## src/rtl/clock_hms_if.sv

```systemverilog
// Control inputs and time outputs of clock_hms_core, grouped as one bundle.
// The ALARM_EN build adds alarm_set, alarm_clr and alarm.
interface clock_hms_if;
  logic       run;
  logic       set_h;
  logic       set_m;
  logic [5:0] set_value;
  logic [5:0] sec;
  logic [5:0] min;
  logic [4:0] hour;
  logic       dot;
  logic       sec_tick;
  logic       day_wrap;
`ifdef ALARM_EN
  logic       alarm_set;
  logic       alarm_clr;
  logic       alarm;

  modport master (output run, set_h, set_m, set_value, alarm_set, alarm_clr,
                  input  sec, min, hour, dot, sec_tick, day_wrap, alarm);
  modport slave  (input  run, set_h, set_m, set_value, alarm_set, alarm_clr,
                  output sec, min, hour, dot, sec_tick, day_wrap, alarm);
`else
  modport master (output run, set_h, set_m, set_value,
                  input  sec, min, hour, dot, sec_tick, day_wrap);
  modport slave  (input  run, set_h, set_m, set_value,
                  output sec, min, hour, dot, sec_tick, day_wrap);
`endif
endinterface

```

## src/rtl/clock_hms_core.sv

```systemverilog
// Single-clock h:m:s timekeeper with prescaler, hour/minute set and blink dot.
// Optional alarm comparator is enabled by defining ALARM_EN.
module clock_hms_core #(
  parameter int unsigned CLK_HZ        = 50_000_000,
  parameter int unsigned HOURS_PER_DAY = 24
) (
  input  logic        clk,
  input  logic        reset,
  clock_hms_if.slave  bus_io
);

  localparam int unsigned PW = $clog2(CLK_HZ);
  localparam logic [PW-1:0] PRE_MAX  = PW'(CLK_HZ - 1);
  localparam logic [PW-1:0] PRE_HALF = PW'(CLK_HZ / 2);
  localparam logic [4:0]    HOUR_MAX = 5'(HOURS_PER_DAY - 1);
  localparam logic [5:0]    HOUR_LIM = 6'(HOURS_PER_DAY);
  localparam logic [5:0]    MS_MAX   = 6'd59;

  logic [PW-1:0] presc_q, presc_d;
  logic [5:0]    sec_q, sec_d;
  logic [5:0]    min_q, min_d;
  logic [4:0]    hour_q, hour_d;
  logic          dot_q, dot_d;
  logic          tick_q, tick_d;
  logic          wrap_q, wrap_d;

  logic tick_c, time_set_c, ld_m_c, ld_h_c, sec_carry_c, hr_carry_c;

`ifdef ALARM_EN
  logic [5:0] alarm_m_q, alarm_m_d;
  logic [4:0] alarm_h_q, alarm_h_d;
  logic [5:0] alarm_cnt_q, alarm_cnt_d;
  logic       alarm_q, alarm_d;
  logic       trig_c;
  assign time_set_c = ~bus_io.alarm_set;
`else
  assign time_set_c = 1'b1;
`endif

  // Next-state for prescaler, time fields and pulse outputs
  always_comb begin
    presc_d = presc_q;
    sec_d   = sec_q;
    min_d   = min_q;
    hour_d  = hour_q;

    tick_c      = bus_io.run && (presc_q == PRE_MAX);
    ld_m_c      = bus_io.set_m && (bus_io.set_value <= MS_MAX) && time_set_c;
    ld_h_c      = bus_io.set_h && (bus_io.set_value < HOUR_LIM) && time_set_c;
    sec_carry_c = tick_c && (sec_q == MS_MAX);
    // A minute load swallows the carry that would otherwise reach the hour
    hr_carry_c  = sec_carry_c && (min_q == MS_MAX) && !ld_m_c;

    if (ld_m_c) begin
      presc_d = '0;
    end else if (bus_io.run) begin
      presc_d = tick_c ? '0 : presc_q + PW'(1);
    end

    if (ld_m_c) begin
      sec_d = '0;
      min_d = bus_io.set_value;
    end else if (tick_c) begin
      sec_d = sec_carry_c ? 6'd0 : sec_q + 6'd1;
      if (sec_carry_c) begin
        min_d = (min_q == MS_MAX) ? 6'd0 : min_q + 6'd1;
      end
    end

    if (ld_h_c) begin
      hour_d = 5'(bus_io.set_value);
    end else if (hr_carry_c) begin
      hour_d = (hour_q == HOUR_MAX) ? 5'd0 : hour_q + 5'd1;
    end

    tick_d = tick_c && !ld_m_c;
    wrap_d = hr_carry_c && (hour_q == HOUR_MAX) && !ld_h_c;
    dot_d  = presc_d < PRE_HALF;
  end

  always_ff @(posedge clk or posedge reset) begin
    if (reset) begin
      presc_q <= '0;
      sec_q   <= '0;
      min_q   <= '0;
      hour_q  <= '0;
      dot_q   <= 1'b1;
      tick_q  <= 1'b0;
      wrap_q  <= 1'b0;
    end else begin
      presc_q <= presc_d;
      sec_q   <= sec_d;
      min_q   <= min_d;
      hour_q  <= hour_d;
      dot_q   <= dot_d;
      tick_q  <= tick_d;
      wrap_q  <= wrap_d;
    end
  end

`ifdef ALARM_EN
  // Alarm capture, trigger on a tick landing on hh:mm:00, 60 s auto-off
  always_comb begin
    alarm_m_d   = alarm_m_q;
    alarm_h_d   = alarm_h_q;
    alarm_cnt_d = alarm_cnt_q;
    alarm_d     = alarm_q;

    if (bus_io.alarm_set && bus_io.set_m && (bus_io.set_value <= MS_MAX)) begin
      alarm_m_d = bus_io.set_value;
    end
    if (bus_io.alarm_set && bus_io.set_h && (bus_io.set_value < HOUR_LIM)) begin
      alarm_h_d = 5'(bus_io.set_value);
    end

    trig_c = tick_c && !ld_m_c && !ld_h_c && (sec_d == 6'd0) &&
             (min_d == alarm_m_q) && (hour_d == alarm_h_q);

    if (bus_io.alarm_clr) begin
      alarm_d = 1'b0;
    end else if (trig_c) begin
      alarm_d     = 1'b1;
      alarm_cnt_d = '0;
    end else if (alarm_q && tick_c) begin
      if (alarm_cnt_q == MS_MAX) begin
        alarm_d = 1'b0;
      end else begin
        alarm_cnt_d = alarm_cnt_q + 6'd1;
      end
    end
  end

  always_ff @(posedge clk or posedge reset) begin
    if (reset) begin
      alarm_m_q   <= '0;
      alarm_h_q   <= '0;
      alarm_cnt_q <= '0;
      alarm_q     <= 1'b0;
    end else begin
      alarm_m_q   <= alarm_m_d;
      alarm_h_q   <= alarm_h_d;
      alarm_cnt_q <= alarm_cnt_d;
      alarm_q     <= alarm_d;
    end
  end

  assign bus_io.alarm = alarm_q;
`endif

  assign bus_io.sec      = sec_q;
  assign bus_io.min      = min_q;
  assign bus_io.hour     = hour_q;
  assign bus_io.dot      = dot_q;
  assign bus_io.sec_tick = tick_q;
  assign bus_io.day_wrap = wrap_q;

endmodule

```

## src/flat_wrapper.sv

```systemverilog
// flat-port wrapper written by rule: the top's interface ports become plain ports
module clock_hms_core_flat 
#(
  parameter int unsigned CLK_HZ        = 50_000_000,
  parameter int unsigned HOURS_PER_DAY = 24
)
  (clk, reset, bus_io_run, bus_io_set_h, bus_io_set_m, bus_io_set_value, bus_io_sec, bus_io_min, bus_io_hour, bus_io_dot, bus_io_sec_tick, bus_io_day_wrap);
  clock_hms_if bus_io_i ();
  input  logic clk;
  input  logic reset;
  input wire logic [$bits(bus_io_i.run)-1:0] bus_io_run;
  input wire logic [$bits(bus_io_i.set_h)-1:0] bus_io_set_h;
  input wire logic [$bits(bus_io_i.set_m)-1:0] bus_io_set_m;
  input wire logic [$bits(bus_io_i.set_value)-1:0] bus_io_set_value;
  output wire logic [$bits(bus_io_i.sec)-1:0] bus_io_sec;
  output wire logic [$bits(bus_io_i.min)-1:0] bus_io_min;
  output wire logic [$bits(bus_io_i.hour)-1:0] bus_io_hour;
  output wire logic [$bits(bus_io_i.dot)-1:0] bus_io_dot;
  output wire logic [$bits(bus_io_i.sec_tick)-1:0] bus_io_sec_tick;
  output wire logic [$bits(bus_io_i.day_wrap)-1:0] bus_io_day_wrap;
  assign bus_io_i.run = bus_io_run;
  assign bus_io_i.set_h = bus_io_set_h;
  assign bus_io_i.set_m = bus_io_set_m;
  assign bus_io_i.set_value = bus_io_set_value;
  assign bus_io_sec = bus_io_i.sec;
  assign bus_io_min = bus_io_i.min;
  assign bus_io_hour = bus_io_i.hour;
  assign bus_io_dot = bus_io_i.dot;
  assign bus_io_sec_tick = bus_io_i.sec_tick;
  assign bus_io_day_wrap = bus_io_i.day_wrap;
  clock_hms_core #(.CLK_HZ(CLK_HZ), .HOURS_PER_DAY(HOURS_PER_DAY)) u_core (.clk(clk), .reset(reset), .bus_io(bus_io_i));
endmodule
```

## config.mk

```make
export PLATFORM = sky130hd
export DESIGN_NAME = clock_hms_core_flat
export DESIGN_NICKNAME = d
export VERILOG_FILES = /design/src/rtl/clock_hms_if.sv /design/src/rtl/clock_hms_core.sv /design/src/flat_wrapper.sv
export SDC_FILE = /design/constraint.sdc
export NUM_CORES = 1
export LEC_CHECK = 0
export ABC_AREA = 1
export CAP_MARGIN = 40
export CORE_MARGIN = 5
export CORE_UTILIZATION = 55
export DETAILED_ROUTE_END_ITERATION = 12
export PLACE_DENSITY = 0.77
export SYNTH_ARGS = -nofsm -noshare
export SYNTH_HDL_FRONTEND = slang
export SYNTH_SLANG_ARGS = --single-unit
```

## constraint.sdc

```tcl
create_clock -name clk -period 2.4 [get_ports clk]
set_clock_uncertainty 0.05 [all_clocks]
set_input_delay 0.48 -clock clk [delete_from_list [all_inputs] [get_ports clk]]
set_output_delay 0.48 -clock clk [all_outputs]
set_load 0.05 [all_outputs]
```

Word-level counts from Yosys, hierarchy flattened. Cells that the tools add are included.

Register bits after elaboration: 46. Bits of input ports: 11. Output and inout bits: 20. Logic and storage cells: 46.

Equal/unequal tests: 4. $lt $le $gt $ge: 3. Add/subtract/negate cells: 4. Reductions and logical operators: 15. Muxes and demuxes: 13.

Operators by type and width (count): 26-bit 2-to-1 mux (3); 6-bit 2-to-1 mux (7); 26-bit by 1-bit adder with 26-bit output, second input constant (1); 26-bit equality test, second input constant (1); 26-bit by 25-bit < comparator with 1-bit output, second input constant (1); 5-bit 2-to-1 mux (3); 6-bit by 1-bit adder with 6-bit output, second input constant (2); 6-bit equality test, second input constant (2); 1-bit logical AND (9); 6-bit less-or-equal comparator, second input constant (1); 6-bit by 5-bit < comparator with 1-bit output, second input constant (1); 2-bit nonzero test (3); 5-bit by 1-bit adder with 5-bit output, second input constant (1); 5-bit equality test, second input constant (1); 1-bit logical NOT (2); 2-bit AND reduction (1).

Depth between registers and ports, before layout.
Depth after elaboration: 7. Gate-level depth with buffers: 16.

Least setup slack after synthesis. No wires, ideal clock.

Path type: register to register. From: register u_core.sec_q[0] (netlist: u_core.bus_io.sec[0]). To: register u_core.min_q[3] (netlist: u_core.bus_io.min[3]). Path slack: 0.524 ns. Stages on the path, launching flop included: 10. Buffers on the path: 0. Period minus slack after synthesis: 1.876 ns. Arrival: 1.704 ns. Setup time: 0.121 ns. Cells stage by stage: dfrtp_1 > ha_1 > inv_1 > nor4_1 > inv_1 > nand2_1 > nand2_1 > inv_2 > o21ai_0 > a22o_1.

Cells in the longest elaborated chain, start to end: 4.

Ends and longest elaborated chain: from (decl) (RTL line clock_hms_core.sv:20) `logic [5:0] sec_q, sec_d;`; from (signal assigned) (RTL line clock_hms_core.sv:84) `sec_q <= '0;`; from (signal assigned) (RTL line clock_hms_core.sv:92) `sec_q <= sec_d;`; 6-bit equality test (RTL line clock_hms_core.sv:50) `sec_carry_c = tick_c && (sec_q == MS_MAX);`; 1-bit logical AND (RTL line clock_hms_core.sv:50); 2-bit nonzero test (no source line); 2-bit AND reduction (no source line); to (signal assigned) (RTL line clock_hms_core.sv:93) `min_q <= min_d;`; to (decl) (RTL line clock_hms_core.sv:21) `logic [5:0] min_q, min_d;`.

No other way between the ends. A chain may end at the register's enable or synchronous reset.

Worst setup path in the final report.
From: input bus_io_run. To: register u_core.dot_q (netlist: u_core.bus_io.dot).

Cells in the longest elaborated chain, start to end: 5.

Ends and longest elaborated chain: from (decl) (RTL line flat_wrapper.sv:11) `input wire logic [$bits(bus_io_i.run)-1:0] bus_io_run;`; 1-bit logical AND (RTL line clock_hms_core.sv:47) `tick_c = bus_io.run && (presc_q == PRE_MAX);`; 26-bit 2-to-1 mux (RTL line clock_hms_core.sv:57) `presc_d = tick_c ? '0 : presc_q + PW'(1);`; 26-bit 2-to-1 mux * (RTL line clock_hms_core.sv:56) `end else if (bus_io.run) begin`; 26-bit 2-to-1 mux * (RTL line clock_hms_core.sv:54) `if (ld_m_c) begin`; 26-bit by 25-bit < comparator with 1-bit output * (RTL line clock_hms_core.sv:78) `dot_d = presc_d < PRE_HALF;`; via u_core.dot_d (RTL line clock_hms_core.sv:23) `logic dot_q, dot_d;`; to (signal assigned) (RTL line clock_hms_core.sv:95) `dot_q <= dot_d;`; to (decl) (RTL line clock_hms_core.sv:23).

The timed path passes the listed nets; every way through them passes the cells marked *.

==> metrics.md <==
| Metric | Value |
|---|---|
| Outcome | complete, no violations |
| CP endpoint kind | flop |
| Worst Path Max Fanout | 6 |
| Synthesized Nets | 474 |
| Chip width | 85.7 um |
| Worst Reg-to-Reg Cells | 13 |
| IO buf count | 30 |
| GRT overflow | 0 |
| R2r endpoint | u_core.bus_io.dot |
| Routed WL | 8310 um |
| Num CTS Buffers | 5 |
| Seq/Total Area, Yosys | 36.5% |
| Detailed placement HPWL | 6440 um |
| # diodes | 0 |
| Layout cell share with drive strength beyond 1 | 13.7% |
| IO Count | 31 |
| Final Cell Area | 3750 um^2 |
| Crit Path Category | input port to flop |
| Period utilization | 93.2% |
| Drc violations | 0 |
| RSZ-0062 raised after global routing | false |
| CP startpoint kind | input port |
| Switching Fraction | 34.0% |
| Final nets | 524 |
| CTS Hold Bufs | 0 |
| Clk slew on worst S/H paths | 0.10 ns |
| Post-CTS resize count | 0 |
| Slew Viols, Final | 0 |
| Achievable Freq | 447 MHz |
| Cell Count, Final, Fillers Out | 582 |
| Placed Area | 3660 um^2 |
| Power share of the combinational group | 24.5% |
| Commonest cells in the netlist | nand2_1 (100), nor2_1 (70), inv_1 (63) |
| PnR worst setup slack | 0.163 ns |
| Clk_lat worst skew | 0.30 ns |
| Synth top area cells | dfrtp_1 (36%), nand2_1 (12%), nor2_1 (8.3%), inv_1 (7.5%), nand3_1 (7.3%) |
| CP Cell Sequence | clkdlybuf4s50_1 > nand2_1 > nor2_1 > nand2_1 > nor2_2 > nand2_2 > nand2_2 > a21oi_1 > o21ai_1 > nand2_1 > nor3_1 > nor2_1 > nor2_1 |
| Largest net degree at the start of global routing | 35 |
| Synth unique cells | 40 |
| Remaining antenna violation count after routing | 0 |
| Worst Path Arrival | 2.43 ns |
| Post-synth EDFFs | 0 |
| Internal | 1180 uW |
| Mean Syn Cell Area | 6.87 um^2 |
| Die extent in y | 85.7 um |
| Max Cap Viol | 0 |
| Vias in the first global route | 2,982 |
| Crit-path slowest cell | clkdlybuf4s50_1 |
| TritonCTS clock tree | built |
| Max incr delay on CP | 0.55 ns |
| Relative slew slack | 65.6% |
| Mapped Cells | 459 |
| Hold WC Path Type | input port to asynchronous set/reset pin |
| Main synth FF type | dfrtp_1 |
| Synth top area share | 35.7% |
| Initial antenna violation count | 0 |
| Worst EP required | 2.60 ns |
| H-tree depth | 2 |
| Root buffer cell | clkbuf_8 |
| Dominant cell type by area after synthesis | dfrtp_1 |
| First-pass GRT wire length | 14,300 um |
| Netlist Area Pre-Place | 3160 um^2 |
| Routed len/inst | 14.3 um |
| Die ar. | 7350 um^2 |
| Bufs on Longest Clock Path | 2 |
| Leakage power | 0.00167 uW |
| RD Place Congestion | 0.960 |
| Sequential share of power | 48.4% |
| Synthesis-to-finish area growth | 19.0% |
| Clock share of power | 27.1% |
| Vias/cell | 5.46 |
| R2R setup slack | 0.18 ns |
| DRT Pass-1 Iters | 5 |
| R2r startpoint | u_core.presc_q[0] |
| Clock Sinks | 46 |
| P per Cell Area | 476 nW/um^2 |
| Postcts setup bufs | 0 |
| Vias | 3,175 |
| Final Critical Period | 2.24 ns |
| Post-synthesis register bit count | 46 |
| Psw | 607 uW |
| Cell family with most CP delay | simple AND/OR/NAND/NOR gates |
| Tightest Pin Transition | 0.515 ns |
| Count of buffer and inverter cells on the critical path | 1 |
| WHS | 0.389 ns |
| Max IR drop VDD | 0.464 mV |
| Async S/R FF share, synth | 100% |
| Yosys warning count | 0 |
| Most frequent cell after synthesis | nand2_1 |
| Hold Violations, Final | 0 |
| Setup Viol. Count Final | 0 |
| # placed instances | 574 |
| GR Util All Layers | 24.1% |
| Core area | 5540 um^2 |
| Starting Density | 57.0% |
| Row cnt | 27 |
| Place WS | -0.113 ns |
| First DRT Iteration DRCs | 305 |
## logic make-up after synthesis
| kind of cell | after synthesis | share of synthesized area, % |
|---|---|---|
| AO/OA/AOI/OAI | 47 | 9.32 |
| XOR/XNOR | 5 | 1.39 |
| adder cells (fa/ha/maj) | 4 | 1.59 |
| buffers and inverters | 78 | 10.5 |
| flip-flops | 46 | 36.5 |
| AND/OR/NAND/NOR | 279 | 40.7 |
## cell type report
class,instances,area (um^2)
Multi-Input combinational cell,335,1670
Clock buffer,5,68.8
Clock inverter,3,21.3
Fill cell,490,1790
Sequential cell,46,1150
Timing Repair Buffer,52,490
Tap cell,72,90.1
Inverter,69,260
## worst max-delay path by stage
stage | start | end | slack, ns | cells after the start
detailed placement | bus_io_run | u_core.bus_io.dot | -0.11 | 13
global route | u_core.presc_q[0] | u_core.bus_io.dot | 0.008 | 13
global placement | bus_io_run | u_core.bus_io.dot | -0.10 | 13
CTS | bus_io_run | u_core.bus_io.dot | 0.21 | 13
finish | bus_io_run | u_core.bus_io.dot | 0.16 | 13
floorplan | u_core.bus_io.sec[0] | u_core.bus_io.min[3] | 0.52 | 9
## power by group through the flow
stage / clock network (uW) / logic (uW) / registers, uW
floorplan: 0 / 149 / 1010
global route: 537 / 470 / 872
finish: 484 / 438 / 865
detailed placement: 0 / 439 / 879
CTS: 493 / 441 / 865
global placement: 0 / 433 / 879
## through the flow
step	total power (uW)	TNS [ns]	util, %
global route	1880	0	67.8
CTS	1800	0	67.8
floorplan	1150	0	-
finish	1790	0	67.8
detailed placement	1320	-0.113	66.1
global placement	1310	-0.102	66.1
## state kept, by name, indices dropped and copies added, names as in the netlist
name                    cells
u_core.bus_io.sec_tick      1
u_core.bus_io.dot           1
u_core.presc_q             26
u_core.bus_io.sec           6
u_core.bus_io.min           6
u_core.bus_io.day_wrap      1
u_core.bus_io.hour          5
## metal layers
metal	vias up	track usage, %	share of wire, %
met1	1462	36.1	48
met2	111	36.4	45
li1	1589	-	-
met4	0	5.04	0.93
met3	13	4.13	6.9
met5	-	0	0
## cell usage in the layout, fill, tap and decap left out, types with 2 or more instances in the layout
cell	synthesis	final
nor3_1	13	13
clkdlybuf4s50_1	0	30
nor4_1	3	3
o32ai_1	2	2
dfrtp_1	45	45
buf_4	3	20
clkbuf_8	0	5
inv_2	4	5
a22oi_1	2	2
nor2_2	16	16
nand2_2	9	9
xor2_1	4	4
nand2_1	100	100
ha_1	4	4
nand4_1	10	10
and2_1	2	2
o21ai_1	3	3
nand3_2	2	2
nand3b_1	3	3
clkinv_2	1	2
nand3_1	46	46
nor2_1	70	70
o22ai_1	3	3
a31oi_1	2	2
inv_1	63	62
o21ai_0	13	13
a21oi_1	9	9
buf_12	0	2
o211ai_1	5	5
a22o_1	2	2
nor2_4	4	4
No activity file was read; power rests on OpenSTA's default activity.
